===== src/rtl/fetch_unit.sv =====
// Instruction fetch stage: owns the fetch PC, fetches one word at a time over a req/ack
// handshake and presents it with its PC and decode fields. Optional FETCH_COUNT_EN adds fetchCount.
module fetch_unit #(
  parameter logic [31:0] RESET_PC  = 32'h0000_0000,
  parameter logic [31:0] NOP_INSTR = 32'h0000_0013
) (
  input  logic        clock,
  input  logic        nReset,
  output logic        imemReq,
  output logic [31:0] imemAddr,
  input  logic        imemAck,
  input  logic [31:0] imemData,
  input  logic        advance,
  input  logic        redirect,
  input  logic [31:0] redirectPC,
  output logic        instrValid,
  output logic [31:0] instr,
  output logic [31:0] pc,
  output logic [6:0]  opcode,
  output logic [3:0]  ctrl
`ifdef FETCH_COUNT_EN
  ,
  output logic [31:0] fetchCount
`endif
);

  typedef enum logic [6:0] {
    OPC_LOAD   = 7'b0000011,
    OPC_OPIMM  = 7'b0010011,
    OPC_AUIPC  = 7'b0010111,
    OPC_STORE  = 7'b0100011,
    OPC_OP     = 7'b0110011,
    OPC_LUI    = 7'b0110111,
    OPC_BRANCH = 7'b1100011,
    OPC_JALR   = 7'b1100111,
    OPC_JAL    = 7'b1101111,
    OPC_SYSTEM = 7'b1110011
  } opcodes_t;

  typedef logic [3:0] alucodes_t;

  typedef enum logic [1:0] {IDLE, REQ, HOLD} state_t;

  state_t      state;
  logic [31:0] fetch_pc;
  opcodes_t    op;
  logic        qual;
  alucodes_t   alu;
  logic        unused_redirect_lsbs;

  assign unused_redirect_lsbs = ^redirectPC[1:0];
  assign imemAddr = fetch_pc;

  always_ff @(posedge clock or negedge nReset) begin
    if (!nReset) begin
      state      <= IDLE;
      fetch_pc   <= RESET_PC;
      imemReq    <= 1'b0;
      instrValid <= 1'b0;
      instr      <= NOP_INSTR;
      pc         <= RESET_PC;
    end else if (redirect) begin
      // The IDLE detour guarantees imemReq drops for a cycle before the new address goes out.
      state      <= IDLE;
      fetch_pc   <= {redirectPC[31:2], 2'b00};
      imemReq    <= 1'b0;
      instrValid <= 1'b0;
      instr      <= NOP_INSTR;
    end else begin
      case (state)
        IDLE: begin
          state   <= REQ;
          imemReq <= 1'b1;
        end
        REQ: begin
          if (imemAck) begin
            state      <= HOLD;
            imemReq    <= 1'b0;
            instr      <= imemData;
            pc         <= fetch_pc;
            instrValid <= 1'b1;
            fetch_pc   <= fetch_pc + 32'd4;
          end
        end
        HOLD: begin
          if (advance) begin
            state      <= REQ;
            imemReq    <= 1'b1;
            instrValid <= 1'b0;
            instr      <= NOP_INSTR;
          end
        end
        default: begin
          state   <= IDLE;
          imemReq <= 1'b0;
        end
      endcase
    end
  end

`ifdef FETCH_COUNT_EN
  logic [31:0] fetch_count;
  assign fetchCount = fetch_count;

  always_ff @(posedge clock or negedge nReset) begin
    if (!nReset)
      fetch_count <= 32'd0;
    else if (!redirect && state == REQ && imemAck)
      fetch_count <= fetch_count + 32'd1;
  end
`endif

  // Shift/subtract qualifier: funct7[5] only matters for OP and for the OPIMM right shifts.
  assign op = opcodes_t'(instr[6:0]);

  always_comb begin
    qual = 1'b0;
    case (op)
      OPC_OP:    qual = 1'b1;
      OPC_OPIMM: qual = (instr[14:12] == 3'b101);
      default:   qual = 1'b0;
    endcase
  end

  assign alu    = {instr[30] & qual, instr[14:12]};
  assign opcode = instr[6:0];
  assign ctrl   = alu;

endmodule


===== config.mk =====
export PLATFORM = sky130hd
export DESIGN_NAME = fetch_unit
export DESIGN_NICKNAME = d
export VERILOG_FILES = /design/src/rtl/fetch_unit.sv
export SDC_FILE = /design/constraint.sdc
export NUM_CORES = 1
export LEC_CHECK = 0
export CAP_MARGIN = 30
export CORE_ASPECT_RATIO = 1.75
export CORE_MARGIN = 3
export CORE_UTILIZATION = 46
export CTS_BUF_LIST = sky130_fd_sc_hd__clkbuf_16
export DETAILED_ROUTE_END_ITERATION = 12
export GPL_TIMING_DRIVEN = 0
export MAX_ROUTING_LAYER = met4
export PLACE_DENSITY = 0.94
export SLEW_MARGIN = 30
export SYNTH_ARGS = -nofsm -noshare
export SYNTH_HDL_FRONTEND = slang
export SYNTH_SLANG_ARGS = --single-unit
export TNS_END_PERCENT = 20

===== constraint.sdc =====
create_clock -name clock -period 5.55 [get_ports clock]
set_input_delay 0.555 -clock clock [delete_from_list [all_inputs] [get_ports clock]]
set_output_delay 0.555 -clock clock [all_outputs]
set_load 0.03 [all_outputs]

== After elaboration in Yosys (flattened, before gate mapping) ==
Cells that the tools add are included.
Word-level totals
  output and inout bits: 109
  register bits after elaboration: 100
Cells by class
  equality and inequality tests: 7
  add/subtract/negate cells: 1
  bitwise gates (word level): 2
  reduce and logical (&&, ||, !) cells: 8
  mux-type cells: 20
Operators with widths (number)
  32-bit two-way mux: 6
  32-bit one-hot mux with 2 select lines: 1
  32-bit by 3-bit adder with 32-bit output, second input constant: 1
  7-bit by 5-bit equality test with 1-bit output, second input constant: 1
  7-bit by 6-bit equality test with 1-bit output, second input constant: 1
  1-bit two-way mux: 6
  2-bit two-way mux: 3
  3-bit inequality test, second input constant: 2
  2-bit one-hot mux with 3 select lines: 1
  3-bit AND reduction: 2
  1-bit one-hot mux with 2 select lines: 2
  2-bit AND reduction: 2
  2-bit nonzero test: 2
  3-bit equality test, second input constant: 1
  1-bit one-hot mux with 3 select lines: 1
  3-bit nonzero test: 1
  2-bit by 1-bit equality test with 1-bit output, second input constant: 1
  2-bit equality test, second input constant: 1
  2-bit zero test: 1
  1-bit bitwise AND: 1
  1-bit inverter: 1

== Longest topological paths before layout ==
Gate-level depths: netlist (run 1).
  depth in word-level cells: 4
  gate-level depth with buffers: 8

== Worst setup path before layout (run 1) ==
No wires, ideal clock.
  path type: flip-flop to output port
  start: register instr[4]
  end: output ctrl[3]
  path buffers: 0
  path slack: 3.536 ns
  data required time: 4.995 ns
  arrival time: 1.459 ns
  cell stages (with the launch flop): 3
  path through: dfstp_2 nand4b_1 nor3_1
On the way
  word-level cells in the longest chain between the ends: 3
Ends and longest elaborated chain
  start, declared: line 17  | output logic [31:0] instr,
  start signal, assigned: line 79  | instr <= imemData;
  7-bit by 5-bit equality test with 1-bit output / 7-bit by 6-bit equality test with 1-bit output (equally long branches): line 118  | case (op)
  1-bit one-hot mux with 2 select lines *: line 118
  1-bit bitwise AND *: line 125  | assign alu = {instr[30] & qual, instr[14:12]};
  end, declared: line 20  | output logic [3:0] ctrl
Mark *: on every way between the ends. The rest lies on a longest branch, timed or not.

== Worst setup path after layout (run 1) ==
Ends and elaborated chain as after synthesis.

==> flow_summary.yaml, run 1 <==
run_status:
  status: "finished clean"
sta:
  fin_crit_sh_pct: 44.8
  fmax_mhz: 402
  worst_pin_slew_ps: 842
  tns_ps: 0
  slew_headroom_pct: 43.7
  setup_violations: 0
  period_minus_slack_ps: 2490
  drv_slew: 0
  whs_ps: 141
  rsz0062_at_grt: "no"
  clock_skew_ps: 8.92
  hold_viol: 0
  setup_slack_ps: 3060
detailed_routing:
  drtIter0Drc: 194
  ant_nets: 0
  dr_total_vias: 4241
  drc_errors: 0
  wirelength_um: 13900
  wire_per_inst_um: 18.4
  vias_per_cell: 5.59
  first_pass_iters: 5
global_route:
  overflow: 0
  grt_util_met1_pct: 27.7
  grt.busiest_layer: "met2"
  antenna_found_initial: 1
  grt_pass1_vias: 4488
  grtUsageMet2_pct: 49.8
  grt_pass1_wl_um: 22000
  grt_start_max_net_pins: 50
  grt_use_total_pct: 27.6
  met3_usage_pct: 5.17
layout:
  fillCellCount: 698
  final_nets: 702
  final_util_pct: 71.7
  syn2layout_area_growth_pct: 51.2
  drive_above_1_share_pct: 6.91
  mostFrequentLayoutCells: "170 x clkdlybuf4s50_1, 116 x nand2_1, 92 x dfrtp_1"
  final_common_cell: "clkdlybuf4s50_1"
  stdcell_area_um2: 6520
  fin_cells: 758
yosys:
  ys.warnings.count: 0
  syn_area_per_cell_um2: 9.67
  synth_area_leaders: "dfrtp_1 53%, nand2_1 10%, a22o_1 5.3%, buf_4 2.8%, a31oi_1 2.8%"
  muxShareOfSynthArea_pct: 0.232
  synth_compound_area_share_pct: 14.5
  synth_top_area_cell: "dfrtp_1"
  synth_top_family_by_area: "simple AND/OR/NAND/NOR gates"
  yosys_register_bits: 95
  synth_cell_type_count: 42
  synthesis.area_um2: 4310
  synth_xor_xnor_area_share_pct: 1.83
  ys_seq_area_share_pct: 55.2
  syn_inst: 446
  yosysTopAreaCellShare_pct: 53.4
  yosys.area_share.adder_pct: 0.290
  yosys.area_share.simple_pct: 22.2
die:
  dieArea_um2: 10600
  ios: 178
  die_h_um: 134
  num_rows: 46
  initial_utilization_pct: 47.4
  fp.dieW_um: 79.2
  core_um2: 9090
place:
  io_buffers: 171
  routabilityCongestion: 0.884
  placed_area_um2: 6220
  dp_slack_ps: 2860
  detailed_place_hpwl_um: 10700
  numPlacedInstances: 741
clock_tree:
  clkSinkCount: 95
  clk_pin_slew_ps: 70
  h-tree-depth: 3
  cts.repair.resized: 0
  cts_setup_buffers: 0
  cts_root_buf: "clkbuf_16"
  clk_latency_ps: 350
  cts_tree: "yes"
  cts_max_path_buffers: 2
  cts_hold_buf: 0
  cts_buffers: 9
pwr:
  power_mw: 2.09
  leakage_nw: 2.80
  p_per_area_nw_per_um2: 321
  max-vdd-ir-drop_mv: 0.201
critical_path:
  worstSetupStartpointType: "register"
  crit_chain: "nand4b_1 > nor3_1 > clkdlybuf4s50_1"
  path_max_fanout: 4
  worstPathArrival_ps: 1930
  cpPeakStageDelay_ps: 700
  end_kind: "primary output"
  critPathKind: "reg2out"
  slowest_stage: "clkdlybuf4s50_1"
  cp_data_required_time_ps: 4990
flow_run:
  max_cap_violations: 0
min_path:
  hold_class: "in2async"
## routing by layer
| metal | wire length (µm) | vias up |
|---|---|---|
| met5 | 0 | - |
| met4 | 465 | 0 |
| met3 | 958 | 40 |
| met2 | 7730 | 204 |
| met1 | 4790 | 2056 |
| li1 | - | 1941 |
## where the power goes
| part | total [mW] | switching [mW] | leakage (nW) | internal [mW] |
|---|---|---|---|---|
| combinational | 0.605 | 0.347 | 1.47 | 0.257 |
| sequential | 0.856 | 0.0766 | 1.19 | 0.779 |
| clock | 0.634 | 0.279 | 0.147 | 0.355 |
| total | 2.09 | 0.703 | 2.80 | 1.39 |
## area by class of cell
type | count | area [µm²] | share of cell area [%]
sequential | 95 | 2380 | 36.5
timing repair buffer | 172 | 1740 | 26.7
multi-input combinational | 306 | 1700 | 26.1
clock buffer | 9 | 225 | 3.45
buffer | 40 | 214 | 3.28
tap | 120 | 150 | 2.30
clock inverter | 7 | 77.6 | 1.19
inverter | 8 | 30.0 | 0.460
antenna | 1 | 2.50 | 0.0384
## Yosys cell counts, drive strengths merged
cell type,count
a21oi,3
a22o,26
a22oi,1
a31oi,19
and2,2
and3,3
and3b,2
and4,3
and4b,1
buf,19
clkbuf,21
conb,1
dfrtp,92
dfstp,3
ha,1
inv,8
mux2i,1
nand2,116
nand3,9
nand3b,2
nand4,9
nand4b,2
nor2,23
nor2b,1
nor3,4
nor4,2
o211ai,1
o21a,1
o21ai,20
o22a,3
o31ai,14
o41ai,1
or3,7
or4,15
or4b,1
xnor2,7
xor2,2
## worst max-delay path: cells and delay by family, from the launching register on
family / cells / cell delay [ps]
simple gates: 2 / 320
buf+inv: 1 / 700
flops: 1 / 560
## cells by family after synthesis
logic type,Yosys count
buffers and inverters,48
and+or+nand+nor,202
muxes,1
other,1
xor gates and xnor gates,9
DFF,95
AOI/OAI and AO/OA,89
adders and majority gates,1
## flip-flops by register name, summed over array words and instances (netlist names)
name	cells
instr	32
imemAddr	30
pc	30
state	2
instrValid	1
## final timing paths
check | start | end | slack (ps) | cells after the start
worst min-delay path | nReset | imemAddr[28]$_DFFE_PN0P_ | 140 | 1
worst max register to register | state[1]$_DFFE_PN0P_ | instr[29]$_DFFE_PN0P_ | 3400 | 4
worst min register to register | pc[3]$_DFFE_PN0P_ | pc[3]$_DFFE_PN0P_ | 480 | 2
min in group clock | pc[3]$_DFFE_PN0P_ | pc[3]$_DFFE_PN0P_ | 480 | 2
worst max-delay path | instr[4]$_DFFE_PN1P_ | ctrl[3] | 3060 | 3
max in group asynchronous | nReset | pc[16]$_DFFE_PN0P_ | 4820 | 2
Note: power is estimated with default switching activity, not from simulation.
==> inputs of run 2 (changes only) <==
- CORE_UTILIZATION: 46 -> 43
- PLACE_DENSITY: 0.94 -> 0.89
- clock period: 5.55 -> 2.5 ns (I/O delays scaled with it)
==> flow_summary.yaml, run 2 (synthesis gave the netlist of run 1 again) <==
run_status:
  status: "finished clean"
layout:
  largest_reg_flops: 32
  final_common_cell: "clkdlybuf4s50_1"
  syn2layout_area_growth_pct: 50.7
  fin_cells: 760
  top_register: "instr"
  mostFrequentLayoutCells: "170 x clkdlybuf4s50_1, 116 x nand2_1, 92 x dfrtp_1"
  diodes: 0
  final_nets: 703
  drive_above_1_share_pct: 6.74
  fillCellCount: 750
sta:
  slew_headroom_pct: 40.9
  rsz0062_at_grt: "no"
  tns_ps: 0
  hold_viol: 0
  fmax_mhz: 451
  clock_skew_ps: 9.70
  fin_crit_sh_pct: 88.7
  setup_violations: 0
  worst_pin_slew_ps: 883
  period_minus_slack_ps: 2220
  drv_slew: 0
detailed_routing:
  vias_per_cell: 5.51
  wirelength_um: 13500
  drtIter0Drc: 146
  first_pass_iters: 5
  ant_nets: 0
  wire_per_inst_um: 17.7
  drc_errors: 0
  dr_total_vias: 4188
clock_tree:
  cts_max_path_buffers: 2
  clkSinkCount: 95
  cts_root_buf: "clkbuf_16"
  cts_tree: "yes"
  clk_pin_slew_ps: 70
  h-tree-depth: 3
  clk_latency_ps: 340
  cts_buffers: 9
  cts.repair.resized: 0
place:
  numPlacedInstances: 743
  routabilityCongestion: 0.879
  io_buffers: 171
  detailed_place_hpwl_um: 10300
critical_path:
  worstPathArrival_ps: 1970
  r2r-start: "state[1]$_DFFE_PN0P_"
  critPathKind: "reg2out"
  cp_data_required_time_ps: 2250
  crit_start: "instr[3]$_DFFE_PN0P_"
  end_kind: "primary output"
  path_max_fanout: 4
  worstSetupStartpointType: "register"
global_route:
  antenna_found_initial: 0
  grt_start_max_net_pins: 50
  overflow: 0
  grt_use_total_pct: 25.2
  grt_pass1_vias: 4306
  grt_pass1_wl_um: 21400
flow_run:
  max_cap_violations: 0
die:
  dieArea_um2: 11300
  die_h_um: 139
  num_rows: 47
  core_um2: 9640
  initial_utilization_pct: 44.7
  fp.dieW_um: 81.7
  ios: 178
min_path:
  hold_class: "in2async"
pwr:
  p_per_area_nw_per_um2: 692
  power_mw: 4.50
  max-vdd-ir-drop_mv: 0.424
  leakage_nw: 2.78
[run 2: timing repair]
| item | CTS | global route |
|---|---|---|
| setup buffers | 0 | 0 |
| hold buffers | 1 | 0 |
| hold endpoints to repair | 43 | 0 |
[run 2: final timing paths]
check                                           to  depth (start not counted)  slack (ps)
max                                        ctrl[3]                          4         280
min                             pc[29]$_DFFE_PN0P_                          2         400
max reg2reg                  instr[10]$_DFFE_PN0P_                          4         350
min reg2reg                     pc[27]$_DFFE_PN0P_                          2         480
max in group asynchronous       pc[15]$_DFFE_PN0P_                          3        1500
min in group clock         imemAddr[9]$_DFFE_PN0P_                          3         460
[run 2: area by class of cell]
type,count,area (µm²),area share (%)
Clock inverter,7,48.8,0.750
Sequential cell,95,2380,36.6
Inverter,8,30.0,0.462
Tap cell,122,153,2.35
Timing Repair Buffer,173,1750,26.9
Buffer,40,214,3.29
Multi-Input combinational cell,306,1700,26.1
Clock buffer,9,225,3.46
[run 2: metrics by stage]
stage | instance area, µm² | utilization (%) | worst slack, ps | hold slack [ps]
after global placement | 6190 | 64.2 | -2160 | 457
after detailed placement | 6220 | 64.5 | 102 | 209
after CTS | 6500 | 67.4 | 240 | 420
after global routing | 6500 | 67.4 | 176 | 444
after floorplan | 4330 | - | 517 | -45.6
final | 6500 | 67.4 | 283 | 401
[run 2: worst max-delay path, stage by stage, from the launching register on]
cell	delay, ps
dfrtp_1	420
nor2_1	210
nand2_1	80
nor3_1	210
clkdlybuf4s50_1	710
[run 2: routing by layer]
metal  routed length (µm)  vias to the layer above  GRT usage, %
met2                 7280                      194          43.3
li1                     -                     1943             -
met4                  492                        0          14.0
met5                    0                        -             -
met3                 1010                       35          4.82
met1                 4690                     2016          26.2
[run 2: power breakdown]
part / internal, mW / leakage (nW) / switching (mW)
Sequential: 1.73 / 1.19 / 0.170
Combinational: 0.572 / 1.47 / 0.760
Clock: 0.674 / 0.125 / 0.597
Total: 2.98 / 2.78 / 1.53
